`config.mk`:
```
export PLATFORM = sky130hd
export DESIGN_NAME = nv_ram_rwsp_mask_init
export DESIGN_NICKNAME = d
export VERILOG_FILES = /design/src/rtl/nv_ram_rwsp_mask_init.sv
export SDC_FILE = /design/constraint.sdc
export NUM_CORES = 1
export LEC_CHECK = 0
export BUFFER_PORTS_ARGS = -buffer_cell sky130_fd_sc_hd__buf_4
export CAP_MARGIN = 20
export CORE_MARGIN = 2
export CORE_UTILIZATION = 55
export DETAILED_ROUTE_END_ITERATION = 6
export GPL_TIMING_DRIVEN = 0
export PLACE_DENSITY = 0.79
export SLEW_MARGIN = 5
export SYNTH_ARGS = -nofsm -noshare
export SYNTH_HDL_FRONTEND = slang
export SYNTH_SLANG_ARGS = --single-unit
```
`constraint.sdc`:
```
create_clock -name nvdla_core_clk -period 29.5 [get_ports nvdla_core_clk]
set_input_delay 4.425 -clock nvdla_core_clk [delete_from_list [all_inputs] [get_ports nvdla_core_clk]]
set_output_delay 4.425 -clock nvdla_core_clk [all_outputs]
set_load 0.005 [all_outputs]
```
`src/rtl/nv_ram_rwsp_mask_init.sv`:
```
// One-write/one-read register-file RAM with per-lane write mask, registered
// read address and output stages, optional write-first bypass and a post-reset clear.
module nv_ram_rwsp_mask_init #(
  parameter int unsigned DEPTH  = 4,
  parameter int unsigned AW     = 2,
  parameter int unsigned WIDTH  = 128,
  parameter int unsigned LANE_W = 8,
  parameter bit          BYPASS = 1'b0,
  parameter bit          FORCE_CONTENTION_ASSERTION_RESET_ACTIVE = 1'b0
) (
  input  logic                      nvdla_core_clk,
  input  logic                      nvdla_core_rstn,
  input  logic [AW-1:0]             ra,
  input  logic                      re,
  input  logic                      ore,
  output logic [WIDTH-1:0]          dout,
  output logic                      dout_vld,
  input  logic [AW-1:0]             wa,
  input  logic                      we,
  input  logic [WIDTH/LANE_W-1:0]   wmask,
  input  logic [WIDTH-1:0]          di,
  input  logic [31:0]               pwrbus_ram_pd,
  output logic                      init_busy
);

  localparam int unsigned MW = WIDTH / LANE_W;

  typedef enum logic {ST_CLEAR, ST_READY} state_e;

  state_e            state_q, state_d;
  logic [AW-1:0]     clr_ptr_q, clr_ptr_d;
  logic [AW-1:0]     ra_q, ra_d;
  logic              rd_pend_q, rd_pend_d;
  logic [WIDTH-1:0]  dout_q, dout_d;
  logic              dout_vld_q, dout_vld_d;

  logic [WIDTH-1:0]  mem_q [DEPTH];
  logic              mem_we;
  logic [AW-1:0]     mem_wa;
  logic [WIDTH-1:0]  mem_wd;
  logic [WIDTH-1:0]  rd_word;
  logic              ready, wa_ok, ra_ok;

  logic unused_ok;
  assign unused_ok = ^{pwrbus_ram_pd, FORCE_CONTENTION_ASSERTION_RESET_ACTIVE};

  always_comb begin
    ready  = (state_q == ST_READY);
    wa_ok  = (32'(wa) < DEPTH);
    ra_ok  = (32'(ra_q) < DEPTH);
    mem_we = 1'b0;
    mem_wa = wa;
    mem_wd = '0;
    if (!ready) begin
      mem_we = 1'b1;
      mem_wa = clr_ptr_q;
    end else if (we && wa_ok) begin
      // Masked write is done as read-merge-write of the whole word.
      mem_we = 1'b1;
      mem_wd = mem_q[wa];
      for (int unsigned i = 0; i < MW; i++) begin
        if (wmask[i]) mem_wd[i*LANE_W +: LANE_W] = di[i*LANE_W +: LANE_W];
      end
    end

    rd_word = ra_ok ? mem_q[ra_q] : '0;
    // The merged write word is exactly the write-first view of the colliding entry.
    if (BYPASS && ready && we && wa_ok && (wa == ra_q)) rd_word = mem_wd;
  end

  always_comb begin
    state_d    = state_q;
    clr_ptr_d  = clr_ptr_q;
    ra_d       = ra_q;
    rd_pend_d  = rd_pend_q;
    dout_d     = dout_q;
    dout_vld_d = 1'b0;
    case (state_q)
      ST_CLEAR: begin
        if (clr_ptr_q == AW'(DEPTH - 1)) state_d = ST_READY;
        else                             clr_ptr_d = clr_ptr_q + AW'(1);
      end
      ST_READY: begin
        if (ore) begin
          dout_d     = rd_word;
          dout_vld_d = rd_pend_q;
          rd_pend_d  = 1'b0;
        end
        if (re) begin
          ra_d      = ra;
          rd_pend_d = 1'b1;
        end
      end
      default: state_d = ST_CLEAR;
    endcase
  end

  always_ff @(posedge nvdla_core_clk or negedge nvdla_core_rstn) begin
    if (!nvdla_core_rstn) begin
      state_q    <= ST_CLEAR;
      clr_ptr_q  <= '0;
      ra_q       <= '0;
      rd_pend_q  <= 1'b0;
      dout_q     <= '0;
      dout_vld_q <= 1'b0;
    end else begin
      state_q    <= state_d;
      clr_ptr_q  <= clr_ptr_d;
      ra_q       <= ra_d;
      rd_pend_q  <= rd_pend_d;
      dout_q     <= dout_d;
      dout_vld_q <= dout_vld_d;
    end
  end

  always_ff @(posedge nvdla_core_clk) begin
    if (mem_we) mem_q[mem_wa] <= mem_wd;
  end

  assign dout      = dout_q;
  assign dout_vld  = dout_vld_q;
  assign init_busy = (state_q == ST_CLEAR);

endmodule

```
==> results.yml <==
outcome:
  status: "completed"
pwr:
  p_leak_nw: 13.4
  vdd_ir_drop_max_mv: 0.0485
  p_int_mw: 1.68
  p_clk_share_pct: 38.5
  power_density_nw_per_um2: 64.0
  p_seq_share_pct: 49.0
  power.total_mw: 2.20
  comb_power_share_pct: 12.5
  power_switching_uw: 523
  power_switching_share_pct: 23.7
route:
  drc_errors: 0
  vias: 17800
  antenna_left: 0
  drt-total-wl_um: 72600
  wl_per_cell_um: 25.9
  drt-pass1-iter-count: 5
  drt_iter0_drc: 1833
  via_per_inst: 6.34
synthesis:
  yosys.area_share.simple_pct: 3.63
  syn_area_um2: 28400
  synth_area_per_cell_um2: 16.7
  ys_ff_latch: 647
  synth-compound-area-share_pct: 4.08
  yosys.cell_types.count: 24
  ys.flop_type: "edfxtp_1"
  synthesis.nets: 1887
  synth-xor-area-share_pct: 0.0309
  synth_warnings: 0
  async_flop_share_pct: 20.9
  yosysSeqAreaShare_pct: 66.1
  syn_inst: 1701
  synth_mux_area_share_pct: 23.8
  synthAdderAreaFrac_pct: 0.0441
  synth_edf_count: 512
  synth_top_family_by_area: "multiplexers"
place:
  place_inst: 2683
  dp_hpwl_um: 47700
  place.gp.congestion: 0.793
  io_buffers: 264
  dpl-instance-area_um2: 32200
sta:
  slew_viol_final: 0
  fin_setup_tns_ns: 0
  fmax_mhz: 146
  finalHoldViolCount: 0
  period_minus_slack_ns: 6.84
  finalCritPeriodShare_pct: 23.2
  slew_headroom_pct: 25.3
  rsz0062_at_grt: "false"
  skew_ns: 0.0188
  setup_viol: 0
  worst_slew_pin_slew_ns: 1.12
floorplanning:
  row_count: 83
  die_x_um: 231
  initial_core_util_pct: 55.4
  pin_count: 315
  core_um2: 51200
  dieHeight_um: 231
  die_area_um2: 53400
clock_network:
  cts-root-buf: "clkbuf_16"
  cts_buffers: 67
  path_clk_slew_ns: 0.06
  cts_tree: "yes"
  clock-sinks: 647
  post-cts-setup-buffer-count: 0
  clk-insertion-delay-late_ns: 0.61
  cts_resized: 0
  clock_path_buffers: 3
  htreeDepth: 3
  ctsHoldBuffers: 0
critical_path:
  crit_type: "primary input to flop"
  cp.arrival_ns: 7.14
  cp-end-kind: "flop"
  path_max_fanout: 14
  start_kind: "primary input"
  ff2ff_path_depth: 9
  cp.required_ns: 29.81
worst_hold_path:
  hp-class: "flop to flop"
  whs_path_depth: 2
final_layout:
  layout_common_cells: "edfxtp_1 (512), mux2i_1 (384), buf_4 (267)"
  final_area_um2: 34400
  multi_input_area_um2: 9020
  drive_gt1_share_pct: 27.5
  register_area_um2: 18800
  fin_cells: 2807
  fill_cells: 3404
  syn2layout_area_growth_pct: 21.3
  layout_commonest_cell: "edfxtp_1"
  nets: 2258
global_route:
  grt_pass1_wl_um: 109000
  overflow: 0
  grt_pass1_vias: 18100
  grt_max_degree: 88
  grt_use_total_pct: 27.3
  grt_antenna_before_repair: 7
flow_run:
  drv_cap: 0
## path summary, 6_finish.rpt
kind | startpoint | to | slack (ns)
max | wa[1] | mem_q[2][23] | 22.66
min | dout[38] | dout[38] | 0.49
max reg2reg | ready | mem_q[1][15] | 26.73
min reg2reg | dout[38] | dout[38] | 0.49
max in group asynchronous | nvdla_core_rstn | dout[73] | 24.83
min in group asynchronous | nvdla_core_rstn | dout[15] | 3.74
## critical path, cell delays in order
cell and delay (ns):
clkbuf_1 0.72, buf_2 0.44, nand2_1 0.20, o32ai_4 0.56
buf_16 0.25, buf_16 0.17, buf_8 0.18, buf_16 0.17
## layout make-up
cell class	instances	area share, %
antenna	4	0.0291
tap	680	2.47
buffer	131	1.89
multi-input combinational	920	26.2
clock inverter	27	0.927
timing repair buffer	302	8.53
clock buffer	93	5.40
sequential	647	54.5
inverter	3	0.0327
## cell families (layout without fill, tap and decap cells)
logic type      Yosys count  after routing
other cells               0              4
simple gates            271            271
buf+inv                 134            556
fa+ha+maj                 1              1
flops                   647            647
mux                     514            514
xor+xnor                  1              1
compound gates          133            133
## synth_stat cells (2+ instances only)
library cell | instances | area, um^2
o32ai_1 | 2 | 17.5
mux4_2 | 128 | 2880
mux2_2 | 2 | 22.5
buf_2 | 39 | 195
inv_1 | 3 | 11.3
mux2i_1 | 384 | 3840
o22ai_1 | 2 | 12.5
edfxtp_1 | 512 | 15400
buf_1 | 25 | 93.8
dfrtp_1 | 135 | 3380
buf_4 | 4 | 30.0
buf_6 | 11 | 124
o221ai_1 | 128 | 1120
clkbuf_1 | 51 | 191
nor2_1 | 129 | 484
nand2b_1 | 2 | 12.5
nand2_1 | 137 | 514
## per-stage QoR
stage | utilization [%] | setup WS (ns) | hold slack [ns]
after global placement | 60.9 | 9.88 | 0.460
final | 67.2 | 22.66 | 0.489
after floorplan | - | 17.64 | 0.440
after detailed placement | 62.9 | 22.04 | 0.471
after CTS | 67.2 | 22.67 | 0.493
after global routing | 67.2 | 22.60 | 0.519
## power by group through the flow
stage / Sequential, mW / Clock, mW / Combinational [mW]
floorplan: 1.09 / 0 / 0.146
global placement: 1.11 / 0 / 0.257
detailed placement: 1.10 / 0 / 0.275
CTS: 1.08 / 0.856 / 0.278
global route: 1.08 / 0.893 / 0.295
finish: 1.08 / 0.848 / 0.275
## per-layer routing
layer / global-route usage (%) / part of all wire, % / vias up
li1: - / - / 7530
met3: 5.88 / 8.8 / 138
met1: 37.1 / 38 / 9240
met2: 45.0 / 50 / 877
met5: 0 / 0.063 / -
met4: 7.88 / 2.6 / 8
## registers in the layout, indices dropped and copies added (netlist names)
signal / flops
ready: 1
dout: 128
dout_vld: 1
ra_q: 2
rd_pend_q: 1
clr_ptr_q: 2
mem_q: 512
(Power assumes the default switching activity.)
